==> src/rtl/shift_sequencer_pkg.sv <==
// Shared definitions for the shift/rotate sequencer.
// Contents:
//   sh_op_t    - shift opcode (sll, srl, sra, ror)
//   state_t    - sequencer FSM states
//   eff_count  - effective shift count from opcode and raw amount
package shift_sequencer_pkg;

    localparam int unsigned SEQ_WIDTH = 8;
    localparam int unsigned SEQ_CNT_W = 4;

    typedef enum logic [1:0] {
        SH_SLL = 2'b00,
        SH_SRL = 2'b01,
        SH_SRA = 2'b10,
        SH_ROR = 2'b11
    } sh_op_t;

    typedef enum logic [1:0] {
        ST_IDLE  = 2'b00,
        ST_SHIFT = 2'b01,
        ST_DONE  = 2'b10
    } state_t;

    // Shifts saturate at the full width; rotates wrap modulo the width.
    function automatic logic [SEQ_CNT_W-1:0] eff_count(input sh_op_t op, input logic [7:0] amount);
        logic [SEQ_CNT_W-1:0] n;
        if (op == SH_ROR) begin
            n = {1'b0, amount[2:0]};
        end else if (amount >= 8'd8) begin
            n = 4'd8;
        end else begin
            n = amount[3:0];
        end
        return n;
    endfunction

endpackage

==> src/rtl/shift_sequencer_if.sv <==
// Request/response bundle between the CPU and the shift sequencer.
// Signals:
//   START    - request strobe (CPU -> sequencer)
//   OPCODE   - 00 sll, 01 srl, 10 sra, 11 ror
//   DATA     - operand
//   AMOUNT   - unsigned shift amount
//   RESULT   - shifted value (sequencer -> CPU)
//   BUSYWAIT - stall request
//   DONE     - one-cycle completion pulse
interface shift_sequencer_if #(
    parameter int unsigned WIDTH = 8
) ();
    logic             START;
    logic [1:0]       OPCODE;
    logic [WIDTH-1:0] DATA;
    logic [7:0]       AMOUNT;
    logic [WIDTH-1:0] RESULT;
    logic             BUSYWAIT;
    logic             DONE;

    modport master (
        output START, OPCODE, DATA, AMOUNT,
        input  RESULT, BUSYWAIT, DONE
    );

    modport slave (
        input  START, OPCODE, DATA, AMOUNT,
        output RESULT, BUSYWAIT, DONE
    );
endinterface

==> src/rtl/shift_sequencer_bit_rev.sv <==
// Combinational bit reversal: o_data[i] = i_data[WIDTH-1-i].
// Ports:
//   i_data - input word
//   o_data - bit-reversed word
module bit_rev #(
    parameter int unsigned WIDTH = 8
) (
    input  logic [WIDTH-1:0] i_data,
    output logic [WIDTH-1:0] o_data
);
    always_comb begin
        o_data = '0;
        for (int unsigned i = 0; i < WIDTH; i++) begin
            o_data[i] = i_data[WIDTH-1-i];
        end
    end
endmodule

==> src/rtl/shift_sequencer.sv <==
// Multi-cycle controller for the 8-bit shift/rotate path.
// Shifts one bit per clock in a single left-shifting work register; right
// shifts are handled by bit-reversing the operand on load and the result
// on completion.
// Ports:
//   CLK   - system clock, rising edge
//   RESET - synchronous, active-high reset
//   bus   - slave side of shift_sequencer_if (START/OPCODE/DATA/AMOUNT in,
//           RESULT/BUSYWAIT/DONE out)
module shift_sequencer
    import shift_sequencer_pkg::*;
#(
    parameter int unsigned WIDTH = 8,
    parameter int unsigned CNT_W = 4
) (
    input  logic                CLK,
    input  logic                RESET,
    shift_sequencer_if.slave    bus
);

    state_t           r_state;
    state_t           w_state_next;
    sh_op_t           r_op;
    sh_op_t           w_op_in;
    logic [WIDTH-1:0] r_work;
    logic [WIDTH-1:0] r_result;
    logic [CNT_W-1:0] r_cnt;
    logic             r_fill;
    logic             r_done;

    logic             w_accept;
    logic             w_last;
    logic             w_in_right;
    logic             w_op_right;
    logic [CNT_W-1:0] w_cnt_load;
    logic [WIDTH-1:0] w_load_rev;
    logic [WIDTH-1:0] w_shifted;
    logic [WIDTH-1:0] w_shift_rev;

    assign w_op_in    = sh_op_t'(bus.OPCODE);
    assign w_accept   = bus.START && ((r_state == ST_IDLE) || (r_state == ST_DONE));
    assign w_cnt_load = CNT_W'(eff_count(w_op_in, bus.AMOUNT));
    assign w_last     = (r_cnt == CNT_W'(1));
    assign w_in_right = (w_op_in == SH_SRL) || (w_op_in == SH_SRA);
    assign w_op_right = (r_op == SH_SRL) || (r_op == SH_SRA);

    // Operand reversal for right shifts on the way in.
    bit_rev #(.WIDTH(WIDTH)) u_load_rev (
        .i_data (bus.DATA),
        .o_data (w_load_rev)
    );

    // Final reversal is taken from the post-shift value so RESULT is ready
    // in the same edge that enters DONE.
    bit_rev #(.WIDTH(WIDTH)) u_result_rev (
        .i_data (w_shifted),
        .o_data (w_shift_rev)
    );

    always_comb begin
        w_shifted = {r_work[WIDTH-2:0], r_fill};
        if (r_op == SH_ROR) begin
            w_shifted = {r_work[0], r_work[WIDTH-1:1]};
        end
    end

    always_ff @(posedge CLK) begin
        if (RESET) begin
            r_state <= ST_IDLE;
        end else begin
            r_state <= w_state_next;
        end
    end

    always_comb begin
        w_state_next = r_state;
        bus.BUSYWAIT = w_accept || (r_state == ST_SHIFT);
        case (r_state)
            ST_IDLE, ST_DONE: begin
                if (w_accept) begin
                    w_state_next = (w_cnt_load == '0) ? ST_DONE : ST_SHIFT;
                end else begin
                    w_state_next = ST_IDLE;
                end
            end
            ST_SHIFT: begin
                if (w_last) begin
                    w_state_next = ST_DONE;
                end
            end
            default: w_state_next = ST_IDLE;
        endcase
    end

    always_ff @(posedge CLK) begin
        if (RESET) begin
            r_op     <= SH_SLL;
            r_work   <= '0;
            r_cnt    <= '0;
            r_fill   <= 1'b0;
            r_result <= '0;
            r_done   <= 1'b0;
        end else begin
            r_done <= (w_state_next == ST_DONE);
            if (w_accept) begin
                r_op   <= w_op_in;
                r_work <= w_in_right ? w_load_rev : bus.DATA;
                r_cnt  <= w_cnt_load;
                r_fill <= (w_op_in == SH_SRA) ? bus.DATA[WIDTH-1] : 1'b0;
                if (w_cnt_load == '0) begin
                    r_result <= bus.DATA;
                end
            end else if (r_state == ST_SHIFT) begin
                r_work <= w_shifted;
                r_cnt  <= r_cnt - CNT_W'(1);
                if (w_last) begin
                    r_result <= w_op_right ? w_shift_rev : w_shifted;
                end
            end
        end
    end

    assign bus.RESULT = r_result;
    assign bus.DONE   = r_done;

endmodule
==> src/flat_wrapper.sv <==
// flat-port wrapper written by rule: the top's interface ports become plain ports
module shift_sequencer_flat import shift_sequencer_pkg::*;
#(
    parameter int unsigned WIDTH = 8,
    parameter int unsigned CNT_W = 4
)
  (CLK, RESET, bus_START, bus_OPCODE, bus_DATA, bus_AMOUNT, bus_RESULT, bus_BUSYWAIT, bus_DONE);
  shift_sequencer_if #(.WIDTH(WIDTH)) bus_i ();
  input  logic CLK;
  input  logic RESET;
  input wire logic [$bits(bus_i.START)-1:0] bus_START;
  input wire logic [$bits(bus_i.OPCODE)-1:0] bus_OPCODE;
  input wire logic [$bits(bus_i.DATA)-1:0] bus_DATA;
  input wire logic [$bits(bus_i.AMOUNT)-1:0] bus_AMOUNT;
  output wire logic [$bits(bus_i.RESULT)-1:0] bus_RESULT;
  output wire logic [$bits(bus_i.BUSYWAIT)-1:0] bus_BUSYWAIT;
  output wire logic [$bits(bus_i.DONE)-1:0] bus_DONE;
  assign bus_i.START = bus_START;
  assign bus_i.OPCODE = bus_OPCODE;
  assign bus_i.DATA = bus_DATA;
  assign bus_i.AMOUNT = bus_AMOUNT;
  assign bus_RESULT = bus_i.RESULT;
  assign bus_BUSYWAIT = bus_i.BUSYWAIT;
  assign bus_DONE = bus_i.DONE;
  shift_sequencer #(.WIDTH(WIDTH), .CNT_W(CNT_W)) u_core (.CLK(CLK), .RESET(RESET), .bus(bus_i));
endmodule
==> config.mk <==
export PLATFORM = sky130hd
export DESIGN_NAME = shift_sequencer_flat
export DESIGN_NICKNAME = d
export VERILOG_FILES = /design/src/rtl/shift_sequencer_pkg.sv /design/src/rtl/shift_sequencer_if.sv /design/src/rtl/shift_sequencer_bit_rev.sv /design/src/rtl/shift_sequencer.sv /design/src/flat_wrapper.sv
export SDC_FILE = /design/constraint.sdc
export NUM_CORES = 1
export LEC_CHECK = 0
export CAP_MARGIN = 10
export CORE_UTILIZATION = 44
export DETAILED_ROUTE_END_ITERATION = 16
export HOLD_SLACK_MARGIN = 0.1
export PLACE_DENSITY = 0.8
export SYNTH_ARGS = -nofsm -noshare
export SYNTH_HDL_FRONTEND = slang
export SYNTH_SLANG_ARGS = --single-unit
==> constraint.sdc <==
create_clock -name CLK -period 3.5 [get_ports CLK]
set_input_delay 0.35 -clock CLK [delete_from_list [all_inputs] [get_ports CLK]]
set_output_delay 0.35 -clock CLK [all_outputs]
set_load 0.005 [all_outputs]
==> impl_metrics.json, run 1 <==
{
  "ctsHoldBuffers": 0,
  "ctsResizeCount": 0,
  "timing.critical_path.to_type": "primary output",
  "final_antenna_net_count": 0,
  "cp_startpoint_kind": "flop",
  "synth.ff_latch_count": 26,
  "crit_path_max_fanout": 9,
  "place.gp.congestion": 0.843,
  "vias": 1327,
  "drc_violations": 0,
  "synth-warning-count": 0,
  "rows": 21,
  "numCtsBuffers": 3,
  "post_synthesis_cell_area_um2": 1570,
  "mappedNetlistNets": 198,
  "hpwlAfterDp_um": 2530,
  "io-pin-count": 31,
  "initial_core_util_pct": 46.4,
  "number_of_instances_in_the_synthesized_netlist": 172,
  "vdd.ir_drop.worst_v": 0.000199,
  "grt_pass1_wl_um": 5260,
  "slew_headroom_pct": 43.3,
  "diodes": 0,
  "final_cells": 241,
  "wl_per_cell_um": 14.1,
  "finish.utilization_pct": 55.3,
  "synthesis.area_per_instance_um2": 9.14,
  "die-width_um": 61.8,
  "setup_viol": 0,
  "die-height_um": 61.8,
  "fin_crit_sh_pct": 75.2,
  "design_area_um2": 1870,
  "num-nets-final": 222,
  "maxSlewViolCount": 0,
  "worstHoldPathCells": 2,
  "synth_top_cell_area_share_pct": 33.1,
  "clock-root-buffer": "clkbuf_4",
  "timing.hold.worst.class": "flop to flop",
  "largest_net_degree_at_the_start_of_global_routing": 24,
  "timing.reg2reg.worst_path_depth": 4,
  "port_buffers": 30,
  "synth.lib_cells_used.distinct": 34,
  "multiInputGateArea_um2": 933,
  "crit_arrival_ns": 2.28,
  "sequential_cell_area_fraction_in_the_yosys_report_pct": 33.1,
  "critical_path_required_ns": 3.15,
  "routed_wirelength_um": 3410,
  "post-cts-setup-buffers": 0,
  "area_growth_syn_to_layout_pct": 19.2,
  "maxClockFrequency_ghz": 0.380,
  "slew_at_the_pin_closest_to_its_max_slew_limit_ns": 0.849,
  "floorplan.die_area_um2": 3820,
  "core_region_area_um2": 3390,
  "run_status": "finished, final reports clean",
  "track_usage_pct": 18.8,
  "post-synth-top-area-cell": "dfxtp_1",
  "cts.sinks": 26,
  "fin_tns_setup_ns": 0,
  "clock_latency_ns": 0.32,
  "placedInstanceArea_um2": 1840,
  "fillerInstances": 303,
  "vias_per_cell": 5.51,
  "timing.max_cap.violations": 0,
  "post-route-min-period_ns": 2.63,
  "clk_pin_slew_ns": 0.14,
  "finalHoldViolCount": 0,
  "vias_in_the_first_global_route": 1091,
  "dp_cells": 237,
  "static_leakage_nw": 0.710,
  "ys_top_cells_by_area": "dfxtp_1 33%, mux2i_1 9.5%, a221oi_1 7.8%",
  "clock_tree.htree_level_count": 1,
  "seq_area_um2": 520,
  "grt_overflow": 0,
  "finClkSkew_ns": 0.00256,
  "ctsLongestPathBuffers": 2,
  "drt_pass_1_iters": 4,
  "tritoncts_clock_tree": "built",
  "power.density_nw_per_um2": 363,
  "path_type_of_the_worst_setup_path": "flop to primary output",
  "post_route_cells_drive_above_1_share_pct": 10.8,
  "grt_setup_unrepaired": "false",
  "grt_antenna_before_repair": 0,
  "detailedRoute.firstIterationViolations": 43
}
[sequential cells by signal, indices dropped and copies added (netlist names)]
name and count:
u_core.r_op 2, u_core.bus.RESULT 8, u_core.r_cnt 4, u_core.r_fill 1, u_core.r_work 8, u_core.r_state 2, u_core.bus.DONE 1
[worst paths after layout]
path | start | end | slack [ns]
max | u_core.r_state[0] | bus_BUSYWAIT | 0.87
min | u_core.r_op[1] | u_core.r_op[1] | 0.47
max reg2reg | u_core.r_state[0] | u_core.bus.RESULT[6] | 1.42
min reg2reg | u_core.r_op[1] | u_core.r_op[1] | 0.47
[worst max-delay path: stages (launching register included)]
cell and delay, ns:
dfxtp_1 0.43, nor2b_1 0.57, nor2_1 0.31, inv_1 0.14
clkdlybuf4s50_1 0.51
[kinds of logic (layout without fill, tap and decap cells)]
group / count (synthesis) / in the layout / synth area share (%)
AND/OR/NAND/NOR: 60 / 60 / 17.1
AO/OA/AOI/OAI: 39 / 39 / 20.3
flip-flops: 26 / 26 / 33.1
multiplexers: 24 / 24 / 17.4
buffers and inverters: 17 / 40 / 7.56
adder cells (fa/ha/maj): 5 / 5 / 3.98
XOR/XNOR: 1 / 1 / 0.557
[per-stage QoR]
stage	hold slack [ns]	worst slack, ns	power (mW)
2_1_floorplan	0.440	1.87	0.478
6_report	0.469	0.867	0.680
5_1_grt	0.500	0.739	0.715
3_3_place_gp	0.452	0.975	0.530
4_1_cts	0.471	0.862	0.684
3_5_place_dp	0.453	0.971	0.533
[area by class of cell]
cell class | count | share of cell area (%)
multi-input combinational | 129 | 49.8
sequential | 26 | 27.8
tap | 46 | 3.07
inverter | 5 | 1.00
timing repair buffer | 31 | 16.4
clock buffer | 4 | 1.94
[synth_stat cells]
cell type and n:
o22ai_1 1, mux4_2 2, a211oi_2 2, nor2_1 31, o21bai_2 1, mux2_2 7, o21ba_1 1, nor4_1 2
o31a_1 3, o41ai_1 1, a21o_1 3, o221ai_1 1, or3b_2 1, a211oi_1 4, or4_4 1, a221oi_1 14
nand2b_1 2, buf_4 2, buf_2 2, a21oi_1 5, nand2_1 16, nand3_1 1, dfxtp_1 26, nand2_2 1
clkbuf_1 3, o21a_1 3, buf_6 2, nor2_4 1, ha_1 5, nor2b_1 4, clkbuf_8 3, inv_1 5
xor2_1 1, mux2i_1 15
[power by group]
part,total [mW],internal [mW],switching [mW]
Combinational,0.193,0.0975,0.0956
Clock,0.151,0.0637,0.0878
Sequential,0.335,0.318,0.0171
Total,0.680,0.479,0.200
[routing by layer]
layer | vias up | global-route usage [%] | part of all wire, %
li1 | 669 | - | -
met1 | 624 | 28.6 | 51
met2 | 30 | 26.7 | 44
met3 | 4 | 2.69 | 3.9
met4 | 0 | 6.98 | 1.2
met5 | - | 0 | 0
[layout by cell type (no fill, tap or decap), drive strengths merged, types with 4 or more instances in the layout]
master         synthesis  routed
nor2                  32      32
clkbuf                 6       4
mux2i                 15      15
clkdlybuf4s50          0      30
inv                    5       5
a21oi                  5       5
ha                     5       5
nor2b                  4       4
mux2                   7       7
a221oi                14      14
dfxtp                 26      26
nand2                 17      17
a211oi                 6       6
(Power assumes the default switching activity.)
==> run 2, diff against run 1 <==
Clock period 3.5 ns to 2.6 ns, I/O delays scaled along.
==> run 2 against run 1 <==
Net effect: cell area grew 2.2%; non-clock buffer count grew 3; wire length rose by 2.7%; worst hold slack improved by 0.0063 ns; clock power up 86%; sequential share of layout area shrank 0.60 points; clock skew up 0.0013 ns; count of clock-buffer cells in the layout decreased by 1; total power up 48%; die area unchanged; combinational power increased by 40%; critical path type unchanged; critical endpoint unchanged; largest cell class unchanged.
==> impl_metrics.json, run 2 (synthesis gave the netlist of run 1 again) <==
{
  "fin_tns_setup_ns": 0,
  "slew_at_the_pin_closest_to_its_max_slew_limit_ns": 0.570,
  "grt_antenna_before_repair": 0,
  "clock_tree.htree_level_count": 1,
  "critical_path.cell_chain": "nor2b_1, buf_4, nor2_2, inv_1, clkdlybuf4s50_1",
  "routed_wirelength_um": 3500,
  "drt_pass_1_iters": 4,
  "vdd.ir_drop.worst_v": 0.000393,
  "hpwlAfterDp_um": 2550,
  "hold_path_end": "u_core.r_op[0]",
  "timing.reg2reg.worst_path_depth": 4,
  "crit_arrival_ns": 1.91,
  "diodes": 0,
  "static_leakage_nw": 0.732,
  "largest_net_degree_at_the_start_of_global_routing": 23,
  "post_route_cells_drive_above_1_share_pct": 12.6,
  "vias": 1391,
  "commonest_non_fill_non_tap_cells_in_the_layout": "30 x nor2_1, 30 x clkdlybuf4s50_1, 26 x dfxtp_1",
  "post-cts-setup-buffers": 0,
  "final_antenna_net_count": 0,
  "io-pin-count": 31,
  "core_region_area_um2": 3390,
  "worstReg2RegEnd": "u_core.bus.RESULT[7]",
  "grt_setup_unrepaired": "false",
  "floorplan.die_area_um2": 3820,
  "power.switching_uw": 282,
  "cp_startpoint_kind": "flop",
  "run_status": "finished, final reports clean",
  "maxClockFrequency_ghz": 0.460,
  "maximum_cell_stage_delay_along_the_critical_path_ns": 0.46,
  "power.share.switching_pct": 28.1,
  "timing.critical_path.slowest_stage_cell": "clkdlybuf4s50_1",
  "finClkSkew_ns": 0.00386,
  "ctsLongestPathBuffers": 2,
  "detailedRoute.firstIterationViolations": 108,
  "num-nets-final": 225,
  "placedInstanceArea_um2": 1860,
  "multiInputGateArea_um2": 936,
  "critical_path.reg2reg.startpoint": "u_core.r_op[1]",
  "critical_path_required_ns": 2.34,
  "die-width_um": 61.8,
  "vias_per_cell": 5.70,
  "power.density_nw_per_um2": 523,
  "slew_headroom_pct": 61.9,
  "path_type_of_the_worst_setup_path": "flop to primary output",
  "clk_pin_slew_ns": 0.14,
  "clock-root-buffer": "clkbuf_4",
  "timing.hold.worst.class": "flop to flop",
  "grt_overflow": 0,
  "initial_core_util_pct": 46.4,
  "rows": 21,
  "post-route-min-period_ns": 2.17,
  "vias_in_the_first_global_route": 1232,
  "drc_violations": 0,
  "grt_pass1_wl_um": 5820,
  "seq_area_um2": 520,
  "fin_crit_sh_pct": 83.7,
  "timing.critical_path.to_type": "primary output",
  "timing.max_cap.violations": 0,
  "numCtsBuffers": 3,
  "area_growth_syn_to_layout_pct": 21.8,
  "cp_num_buf_inv": 3,
  "setup_viol": 0,
  "cpLargestDelayFamily": "buffers and inverters",
  "clock_latency_ns": 0.33,
  "maxSlewViolCount": 0,
  "finalHoldViolCount": 0,
  "port_buffers": 30,
  "share_seq_of_total_power_pct": 45.0,
  "tritoncts_clock_tree": "built",
  "crit_path_max_fanout": 9,
  "fillerInstances": 288,
  "cts.sinks": 26,
  "track_usage_pct": 20.3,
  "die-height_um": 61.8,
  "power.share.combinational_pct": 26.9,
  "place.gp.congestion": 0.847,
  "design_area_um2": 1920,
  "worst-r2r-setup-slack_ns": 0.74,
  "wl_per_cell_um": 14.4,
  "internal-power_uw": 721,
  "power_frac_clock_pct": 28.1,
  "min-delay-start": "u_core.r_op[0]",
  "worstHoldPathCells": 2
}
-- run 2: cell types whose count changed in the layout (fill, tap and decap cells not counted), sizes merged --
cell / delta
clkbuf: -1
bufinv: +1
buf: +3
-- run 2: worst max-delay path by stage --
| stage | cells after the start | from | end | slack (ns) |
|---|---|---|---|---|
| global route | 5 | u_core.r_state[0] | bus_BUSYWAIT | 0.23 |
| global placement | 5 | bus_START | bus_BUSYWAIT | 0.46 |
| detailed placement | 5 | bus_START | bus_BUSYWAIT | 0.39 |
| CTS | 5 | u_core.r_state[0] | bus_BUSYWAIT | 0.19 |
| finish | 5 | u_core.r_state[0] | bus_BUSYWAIT | 0.43 |
| floorplan | 5 | u_core.r_op[0] | u_core.bus.RESULT[0] | 0.99 |
-- run 2: per-stage QoR --
step                      power, mW  util [%]  std cells  setup slack (ns)  hold slack [ns]
after CTS                      1.01      56.4        244             0.186            0.477
after global placement        0.720      54.9        240             0.458            0.455
after floorplan               0.643         -        172             0.992            0.396
final                          1.00      56.5        244             0.425            0.475
after global routing           1.06      56.5        244             0.233            0.494
after detailed placement      0.726      54.9        240             0.387            0.458
-- run 2: layout make-up --
class	count	area share, %
clock buffers	3	1.18
clock inverters	1	1.57
inverters	5	0.980
multi-input cells	129	48.9
flip-flops and latches	26	27.2
well taps	46	3.00
repair buffers	34	17.2
-- run 2: worst min-delay path, stage by stage (launching register included) --
cell and delay (ns):
dfxtp_1 0.34, nand2_1 0.05, a21oi_1 0.05
-- run 2: layer usage --
layer	global-route usage (%)	wire length [um]	vias to the layer above
met5	0	0	-
li1	-	-	679
met3	4.76	178	2
met2	30.4	1580	42
met1	30.0	1730	668
met4	3.81	14	0
-- run 2: repair_timing --
item,4_1_cts,5_1_grt
setup endpoints to repair,0,1
resized for setup,0,1
hold buffers,0,0
-- run 2: power by group through the flow --
| stage | Clock, mW | Sequential, mW | Combinational [mW] |
|---|---|---|---|
| after CTS | 0.286 | 0.451 | 0.268 |
| after floorplan | 0 | 0.454 | 0.189 |
| after global placement | 0 | 0.458 | 0.262 |
| after detailed placement | 0 | 0.459 | 0.267 |
| final | 0.281 | 0.451 | 0.270 |
| after global routing | 0.308 | 0.456 | 0.298 |
==> run 3, diff against run 2 <==
Settings changed: PLACE_DENSITY 0.8 to 0.82.
Clock period 2.6 ns to 2 ns, I/O delays scaled along.
==> run 3 against run 2 <==
Net effect: clock skew is 0.0025 ns lower; worst hold slack better by 0.0071 ns; total power is 21% higher; first-iteration DRC count is 33% lower; flip-flop and latch count stayed put; highest routed layer unchanged.
==> impl_metrics.json, run 3 (synthesis gave the netlist of run 1 again) <==
{
  "setup_viol": 0,
  "detailedRoute.firstIterationViolations": 72,
  "min-delay-start": "bus_OPCODE[0]",
  "grt_antenna_before_repair": 0,
  "crit_arrival_ns": 1.58,
  "post_route_cells_drive_above_1_share_pct": 14.7,
  "slew_at_the_pin_closest_to_its_max_slew_limit_ns": 0.484,
  "fin_crit_sh_pct": 88.9,
  "critical_path_required_ns": 1.80,
  "critical_path.reg2reg.startpoint": "u_core.r_op[0]",
  "path_type_of_the_worst_setup_path": "flop to primary output",
  "finClkSkew_ns": 0.00135,
  "post-route-min-period_ns": 1.78,
  "track_usage_pct": 20.0,
  "numCtsBuffers": 3,
  "timing.hold.worst.class": "input pin to flop",
  "layout_commonest_cell": "nor2_1",
  "crit_path_max_fanout": 6,
  "power_frac_clock_pct": 22.2,
  "placedInstanceArea_um2": 1910,
  "worstHoldPathCells": 3,
  "total_power_mw": 1.22,
  "power.density_nw_per_um2": 627,
  "cp_startpoint_kind": "flop",
  "port_buffers": 30,
  "critical_path.startpoint": "u_core.r_state[0]",
  "ctsLongestPathBuffers": 2,
  "cts.sinks": 26,
  "power.share.switching_pct": 29.7,
  "fin_tns_setup_ns": 0,
  "place.gp.congestion": 0.834,
  "timing.reg2reg.worst_path_depth": 6,
  "diodes": 0,
  "core_region_area_um2": 3390,
  "die-width_um": 61.8,
  "timing.max_cap.violations": 0,
  "slew_headroom_pct": 67.4,
  "tritoncts_clock_tree": "built",
  "timing.critical_path.to_type": "primary output",
  "clock-root-buffer": "clkbuf_4",
  "internal-power_uw": 856,
  "area_growth_syn_to_layout_pct": 23.5,
  "static_leakage_nw": 0.755,
  "fillerInstances": 305,
  "hpwlAfterDp_um": 2720,
  "ctsHoldBuffers": 0,
  "vias": 1362,
  "seq_area_um2": 520,
  "power.switching_uw": 361,
  "floorplan.die_area_um2": 3820,
  "rows": 21,
  "maxClockFrequency_ghz": 0.563,
  "placement.setup.worst_slack_ns": 0.0332,
  "grt_setup_unrepaired": "false",
  "post-cts-setup-buffers": 0,
  "io-pin-count": 31,
  "grt_pass1_wl_um": 5630,
  "vdd.ir_drop.worst_v": 0.000399,
  "clock_latency_ns": 0.32,
  "initial_core_util_pct": 46.4,
  "multiInputGateArea_um2": 933,
  "vias_per_cell": 5.45,
  "run_status": "finished, final reports clean",
  "die-height_um": 61.8,
  "final_antenna_net_count": 0,
  "clk_pin_slew_ns": 0.14,
  "power.share.combinational_pct": 29.5,
  "num-nets-final": 231,
  "vias_in_the_first_global_route": 1199,
  "finalHoldViolCount": 0,
  "drt_pass_1_iters": 4,
  "ctsResizeCount": 0,
  "share_seq_of_total_power_pct": 48.3,
  "drc_violations": 0,
  "largest_net_degree_at_the_start_of_global_routing": 17,
  "commonest_non_fill_non_tap_cells_in_the_layout": "31 x nor2_1, 30 x clkdlybuf4s50_1, 26 x dfxtp_1",
  "wl_per_cell_um": 14.1,
  "design_area_um2": 1940,
  "clock_tree.htree_level_count": 1,
  "maxSlewViolCount": 0,
  "grt_overflow": 0,
  "routed_wirelength_um": 3520,
  "layout_setup_ws_ns": 0.223
}
[run 3: per-stage QoR]
step	instances	utilization [%]	hold slack, ns
finish	250	57.3	0.482
global route	250	57.3	0.490
floorplan	172	-	0.336
global placement	246	56.2	0.452
detailed placement	246	56.2	0.481
CTS	250	57.3	0.485
[run 3: power groups by stage]
stage / Combinational, mW / Clock, mW / Sequential (mW)
after floorplan: 0.246 / 0 / 0.590
after global routing: 0.392 / 0.307 / 0.593
after global placement: 0.350 / 0 / 0.596
after CTS: 0.359 / 0.280 / 0.587
final: 0.359 / 0.270 / 0.588
after detailed placement: 0.357 / 0 / 0.598
[run 3: cell type report]
type	count	area share [%]
inverters	5	0.966
clock buffers	4	1.87
flip-flops and latches	26	26.8
well taps	46	2.96
repair buffers	40	19.3
multi-input cells	129	48.1
[run 3: critical path, stage by stage (launching register included)]
cell             delay [ns]
dfxtp_1                0.37
nor2b_1                0.21
nor2_1                 0.09
inv_1                  0.08
clkdlybuf4s50_1        0.50
[run 3: path summary, 6_finish.rpt]
check                         end  slack, ns
max reg2reg  u_core.bus.RESULT[6]       0.25
min                u_core.r_op[0]       0.48
max                  bus_BUSYWAIT       0.22
min reg2reg        u_core.r_op[1]       0.49
[run 3: per-layer routing]
layer / wire (um) / GRT usage [%] / share of wire, % / vias to the layer above
li1: - / - / - / 687
met5: 0 / 0 / 0 / -
met3: 232 / 3.73 / 6.6 / 2
met1: 1600 / 28.2 / 45 / 632
met2: 1670 / 32.0 / 47 / 41
met4: 24 / 4.13 / 0.68 / 0
